`src/rtl/i2s_tx.sv`:
```
// I2S transmitter: one-entry stereo sample buffer feeding a 32-bit frame
// serializer, with the bit clock divided down from clk.
module i2s_tx #(
    parameter int unsigned HALF_DIV = 20
) (
    input  logic        clk,
    input  logic        pll_lock,
    input  logic        en,
    input  logic [15:0] sample_l,
    input  logic [15:0] sample_r,
    input  logic        sample_valid,
    output logic        sample_ready,
    output logic        hp_bck,
    output logic        hp_ws,
    output logic        hp_din,
    output logic        frame_start,
    output logic        underrun
);

    localparam int unsigned           DIV_W  = $clog2(HALF_DIV);
    localparam logic [DIV_W-1:0]      DIV_TC = DIV_W'(HALF_DIV - 1);

    logic [DIV_W-1:0] div_cnt;
    logic [4:0]       bit_cnt;
    logic [4:0]       k_next;
    logic [15:0]      pend_l;
    logic [15:0]      pend_r;
    logic             full;
    logic [31:0]      frame;
    logic [31:0]      frame_next;
    logic             div_tc;
    logic             shift_evt;
    logic             frame_evt;
    logic             accept;

    // Handshake: a sample transfers on every clk edge where
    // sample_valid && sample_ready; sample_ready is simply !full and
    // depends neither on sample_valid nor on en.
    assign sample_ready = !full;
    assign accept       = sample_valid && !full;

    // A shift event is the edge on which hp_bck falls.
    assign div_tc    = en && (div_cnt == DIV_TC);
    assign shift_evt = div_tc && hp_bck;
    assign k_next    = bit_cnt + 5'd1;
    assign frame_evt = shift_evt && (k_next == 5'd0);

    always_comb begin
        frame_next = frame;
        if (frame_evt && full) begin
            frame_next = {pend_l, pend_r};
        end
    end

    // Frame load wins over a same-cycle accept: accept only happens when
    // the buffer is empty, in which case the load repeats the old frame.
    always_ff @(posedge clk or negedge pll_lock) begin
        if (!pll_lock) begin
            pend_l <= '0;
            pend_r <= '0;
            full   <= 1'b0;
        end else if (accept) begin
            pend_l <= sample_l;
            pend_r <= sample_r;
            full   <= 1'b1;
        end else if (frame_evt) begin
            full   <= 1'b0;
        end
    end

    always_ff @(posedge clk or negedge pll_lock) begin
        if (!pll_lock) begin
            frame <= '0;
        end else begin
            frame <= frame_next;
        end
    end

    always_ff @(posedge clk or negedge pll_lock) begin
        if (!pll_lock) begin
            div_cnt     <= '0;
            bit_cnt     <= 5'd31;
            hp_bck      <= 1'b0;
            hp_ws       <= 1'b0;
            hp_din      <= 1'b0;
            frame_start <= 1'b0;
            underrun    <= 1'b0;
        end else if (!en) begin
            div_cnt     <= '0;
            bit_cnt     <= 5'd31;
            hp_bck      <= 1'b0;
            hp_ws       <= 1'b0;
            hp_din      <= 1'b0;
            frame_start <= 1'b0;
            underrun    <= 1'b0;
        end else begin
            frame_start <= frame_evt;
            underrun    <= frame_evt && !full;
            if (div_tc) begin
                div_cnt <= '0;
                hp_bck  <= ~hp_bck;
            end else begin
                div_cnt <= div_cnt + DIV_W'(1);
            end
            // ws rises on the left LSB so it leads the right MSB by one bit.
            if (shift_evt) begin
                bit_cnt <= k_next;
                hp_ws   <= (k_next >= 5'd15) && (k_next <= 5'd30);
                hp_din  <= frame_next[5'd31 - k_next];
            end
        end
    end

endmodule

```
`config.mk`:
```
export PLATFORM = sky130hd
export DESIGN_NAME = i2s_tx
export DESIGN_NICKNAME = d
export VERILOG_FILES = /design/src/rtl/i2s_tx.sv
export SDC_FILE = /design/constraint.sdc
export NUM_CORES = 1
export LEC_CHECK = 0
export CAP_MARGIN = 20
export CORE_ASPECT_RATIO = 0.9
export CORE_MARGIN = 4
export CORE_UTILIZATION = 63
export CTS_CLUSTER_DIAMETER = 150
export DETAILED_ROUTE_END_ITERATION = 8
export DONT_BUFFER_PORTS = 1
export PLACE_DENSITY = 0.79
export SYNTH_ARGS = -nofsm -noshare
export SYNTH_HDL_FRONTEND = slang
export SYNTH_SLANG_ARGS = --single-unit
```
`constraint.sdc`:
```
create_clock -name clk -period 2.9 [get_ports clk]
set_clock_uncertainty 0.15 [all_clocks]
set_input_delay 0.435 -clock clk [delete_from_list [all_inputs] [get_ports clk]]
set_output_delay 0.435 -clock clk [all_outputs]
set_load 0.1 [all_outputs]
```
# Word level (Yosys, flattened, before mapping)
# Cells that the tools add are included.
totals:
  input_bits: 36
  wordCells: 48
  reg_bits: 80
  out_inout_bits: 6
op_classes:
  n_lt_le_gt_ge: 3
  mux: 17
  addsub: 3
  n_bitwise: 1
  eq_ne: 3
  reduce_logical: 10
op_table:
  columns: ["cell", "count"]
  rows:
  - ["$mux W32", 1]
  - ["$mux W5", 4]
  - ["$mux W1", 11]
  - ["$add A5 B1 Y5 const B", 2]
  - ["$logic_and A1 B1 Y1", 7]
  - ["$lt A5 B6 Y1 const B", 1]
  - ["$bmux W1 S5", 1]
  - ["$eq A5 B5 Y1 const B", 1]
  - ["$ge A5 B4 Y1 const B", 1]
  - ["$le A5 B5 Y1 const B", 1]
  - ["$logic_not A5 Y1", 1]
  - ["$sub A5 B5 Y5 const A", 1]
  - ["$ne A2 B1 Y1 const B", 2]
  - ["$reduce_bool A2 Y1", 1]
  - ["$logic_not A1 Y1", 1]
  - ["$not A1 Y1", 1]

# Depth between registers and ports, before layout
depth:
  ltp_word: 10
  depth_mapped: 11
  ltp_nobuf: 9

# Least setup slack after synthesis
# Ideal clock, no wire load.
synth_timing:
  path_kind: "register to register"
  startpoint: "reg hp_bck"
  endpoint: "reg hp_din"
  period_less_slack_ps: 2932
  setup_time_ps: 128
  arrival_ps: 2654
  path_buffers: 1
  stages_incl_launch_ff: 9
  path_slack_ps: -32
  t_required_ps: 2622
  path_cell_list: "dfrtp_1 > and2_0 > nand4_2 > nor2_4 > buf_6 > mux4_2 > or3_1 > nand4_1 > o31ai_1"
synth_via:
  elab_chain_cells: 8
  word_cells_on_any_way: 9
  cone_classes: "1 x eq/ne; 5 x mux; 3 x reduce/logical"
synth_lines:
  columns: ["item", "line", "source"]
  rows:
  - ["from (decl)", "13", "output logic hp_bck,"]
  - ["from (signal assigned)", "101", "hp_bck <= ~hp_bck;"]
  - ["$logic_and A1 B1 Y1 *", "44", "assign shift_evt = div_tc && hp_bck;"]
  - ["$logic_and A1 B1 Y1", "46", "assign frame_evt = shift_evt && (k_next == 5'd0);"]
  - ["$logic_and A1 B1 Y1", "50", "if (frame_evt && full) begin"]
  - ["$mux W32", "50", null]
  - ["$bmux W1 S5", "109", "hp_din <= frame_next[5'd31 - k_next];"]
  - ["$mux W1 (implied by the code)", "109", null]
  - ["$mux W1", "106", "if (shift_evt) begin"]
  - ["$mux W1", "88", "end else if (!en) begin"]
  - ["to (signal assigned)", "109", null]
  - ["to (decl)", "15", "output logic hp_din,"]
# Every way passes the cells marked *; elsewhere a longest branch is shown, timed or not. The select of a mux whose other input is x is not followed.
# A chain may end at the register's enable or synchronous reset.

# Worst setup path in the final report
layout_timing:
  startpoint: "reg bit_cnt[0]"
  endpoint: "reg hp_din"
layout_via:
  elab_chain_cells: 9
  word_cells_on_any_way: 10
  cone_classes: "2 x add/sub; 5 x mux; 3 x reduce/logical"
layout_lines:
  columns: ["item", "line", "source"]
  rows:
  - ["from (decl)", "24", "logic [4:0] bit_cnt;"]
  - ["from (signal assigned)", "107", "bit_cnt <= k_next;"]
  - ["$add A5 B1 Y5 *", "45", "assign k_next = bit_cnt + 5'd1;"]
  - ["parallel branches: the longest is 4 deep, another holds $sub A5 B5 Y5", null, null]
  - ["$bmux W1 S5 *", "109", null]
  - ["$mux W1 (implied by the code) *", "109", null]
  - ["$mux W1 *", "106", null]
  - ["$mux W1 *", "88", null]
# Every way passes the cells marked *. The select of a mux whose other input is x is not followed.

==> impl_metrics.csv <==
group,metric,value,unit
setup_path,cp-end-kind,"register",
grt,grt_overflow_total,0,
sta,setup-tns-final,0,ns
cts,cts_made_buffers,9,
grt,met3_usage,8.62,%
grt,met1_usage,30.3,%
finish,fin_nets,407,
setup_path,path_class,"register to register",
floorplanning,die_h,81.3,um
run,max_cap_viol_count,0,
route,finalWirelength,8390,um
grt,grt_antenna_before_repair,0,
sta,slew_violations,0,
route,firstDrtPassIters,5,
sta,finalCritPeriodShare,98.0,%
yosys,syn_nets,377,
sta,hold_ws,0.0563,ns
yosys,async_flop_share,100,%
sta,rsz0062_at_grt,"true",
setup_path,worst-path-max-fanout,5,
hold_path,hp-class,"input port to register",
yosys,postSynthAreaPerCell,11.2,um2
yosys,synthXorXnorAreaFrac,3.49,%
grt,grt_max_degree,81,
yosys,synth_adder_area_share,1.33,%
cts,clock_latency,0.35,ns
setup_path,critPathSlowestCell,"dfstp_2",
route,wl_per_cell,19.0,um
setup_path,cp_cell_sequence,"buf_6 > buf_4 > nand4_1 > o2bb2ai_1 > a21boi_0 > o31a_1 > a2111o_1 > o22ai_2 > o31ai_1",
finish,synthToLayoutAreaGrowth,16.7,%
yosys,yosys.area_share.simple,16.2,%
grt,met2_usage,36.8,%
floorplanning,dieArea,0.00728,mm2
cts,cts_max_path_buffers,2,
yosys,syn-cell-area,0.00376,mm2
sta,fin_crit,2.84,ns
grt,grt_usage,23.7,%
finish,antennaDiodeCount,0,
power_and_ir_drop,leakage,2.06,nW
cts,root_buffer,"clkbuf_8",
placement,placed_cells,412,
yosys,synthTopCellsByArea,"dfrtp_1 (50%), mux2_2 (9.9%), nand2_1 (8.6%)",
yosys,synth-seq-area-share,53.3,%
placement,gp_congestion,0.861,
route,via_per_inst,6.20,
yosys,netlist-cell-type-count,59,
route,ant_nets,0,
floorplanning,start_util,65.8,%
yosys,synth_most_common_cell,"nand2_1",
status,outcome,"complete, no violations",
setup_path,worst_path_largest_cell_delay,0.58,ns
route,drt_iter0_markers,327,
yosys,ys.flop_type,"dfrtp_1",
finish,final_cells,442,
finish,drive_gt1_share,29.6,%
sta,tightest_slew,0.932,ns
yosys,synth-compound-area-share,7.71,%
cts,path_clk_slew,0.08,ns
grt,grt_pass1_wl,12700,um
yosys,ys_ff_latch,80,
sta,slew_headroom,37.9,%
cts,cts.sinks,80,
yosys,yosys-top-cells-count,"nand2_1 (86), dfrtp_1 (75), mux2_2 (33)",
sta,fmax,352,MHz
cts,cts_tree,"done",
yosys,yosysTopAreaCell,"dfrtp_1",
floorplanning,coreArea,0.00573,mm2
setup_path,critical_path_required,2.99,ns
power_and_ir_drop,power,2.11,mW
setup_path,critPathArrivalTime,2.93,ns
floorplanning,die_w,89.5,um
power_and_ir_drop,peakVddDrop,0.442,mV
yosys,syn_inst,337,
yosys,muxShareOfSynthArea,14.9,%
placement,placed_cell_area,0.00397,mm2
yosys,yosys_warnings,0,
finish,final_core_utilization,76.8,%
yosys,synth_top_family_by_area,"simple AND/OR/NAND/NOR gates",
yosys,synth_edf_count,0,
finish,finalInstanceArea,0.00440,mm2
power_and_ir_drop,powerDensity,480,mW/mm2
sta,setup_viol,0,
grt,top_usage_layer,"met2",
floorplanning,io_pins,42,
route,drc,0,
placement,detailedPlacementHpwl,5370,um
placement,dp_slack,0.0530,ns
setup_path,startpoint_type,"register",
sta,hold_violations,0,
cts,htreeDepth,3,
yosys,synth_top_area_share,49.9,%
floorplanning,rows,26,
route,num_vias,2740,
placement,io_buffer_count,0,
sta,final.setup.worst_slack,0.0566,ns
grt,grt_pass1_vias,2595,
worst max-delay path: cells and delay by family, from the launching register on:
kind	cells	cell delay, ns
simple gates	1	0.15
compound gates	6	1.61
flops	1	0.58
buf+inv	2	0.24
sequential cells by signal (all words and copies together), names as in the netlist:
| name | flops |
|---|---|
| frame | 32 |
| pend_l | 16 |
| pend_r | 16 |
| bit_cnt | 5 |
| div_cnt | 5 |
| frame_start | 1 |
| full | 1 |
| hp_bck | 1 |
| hp_din | 1 |
| hp_ws | 1 |
| underrun | 1 |
logic make-up (layout without fill, tap and decap cells):
| kind of cell | Yosys count | count (layout) |
|---|---|---|
| xor gates and xnor gates | 12 | 12 |
| AOI/OAI and AO/OA | 37 | 37 |
| and+or+nand+nor | 136 | 136 |
| adders and majority gates | 4 | 4 |
| buffers and inverters | 25 | 60 |
| DFF | 80 | 80 |
| muxes | 43 | 43 |
final cells by class:
class	count	area, um2
flip-flops and latches	80	2010
clock inverters	6	66.3
repair buffers	37	383
clock buffers	10	128
inverters	7	26.3
well taps	70	87.6
multi-input cells	232	1700
fillers	357	1330
repair_timing:
action	4_1_cts	5_1_grt
endpoints found under the setup margin	0	1
hold endpoints to repair	85	0
hold buffers	3	0
setup buffers	0	9
resized for setup	0	10
per-layer routing:
metal | share of wire [%] | routed length (um)
met5 | 0 | 0
met3 | 6.3 | 526
met1 | 41 | 3420
met4 | 3.4 | 286
met2 | 50 | 4160
power by group:
| part | switching, mW | leakage, nW | total [mW] | internal (mW) |
|---|---|---|---|---|
| sequential | 0.0432 | 1.03 | 1.21 | 1.17 |
| clock | 0.403 | 0.101 | 0.805 | 0.402 |
| combinational | 0.0414 | 0.922 | 0.0912 | 0.0498 |
| total | 0.488 | 2.06 | 2.11 | 1.62 |
worst paths after layout:
path                               from    endpoint  cells after the start  slack [ns]
min reg2reg                  div_cnt[0]  div_cnt[0]                      1        0.31
min                        sample_valid        full                      2        0.06
max in group asynchronous      pll_lock  bit_cnt[1]                      2        1.76
max                          bit_cnt[0]      hp_din                      9        0.06
max reg2reg                  bit_cnt[0]      hp_din                      9        0.06
min in group asynchronous      pll_lock   pend_r[8]                      2        0.51
placed cells by master (no fill, tap or decap), types with 3 or more instances in the layout:
cell	synthesis	final
dfstp_2	5	5
mux4_2	7	7
clkbuf_8	0	9
nand4_1	4	4
xnor2_1	5	5
or3_1	3	3
inv_1	6	6
nor2_1	15	15
nand3_1	9	9
xor2_1	5	5
a21oi_1	3	3
buf_4	2	27
o21ai_0	7	7
a31oi_1	3	3
buf_12	0	3
nand2_1	86	86
dfrtp_1	75	74
mux2_2	33	33
Power figures use the tool's default switching activity.
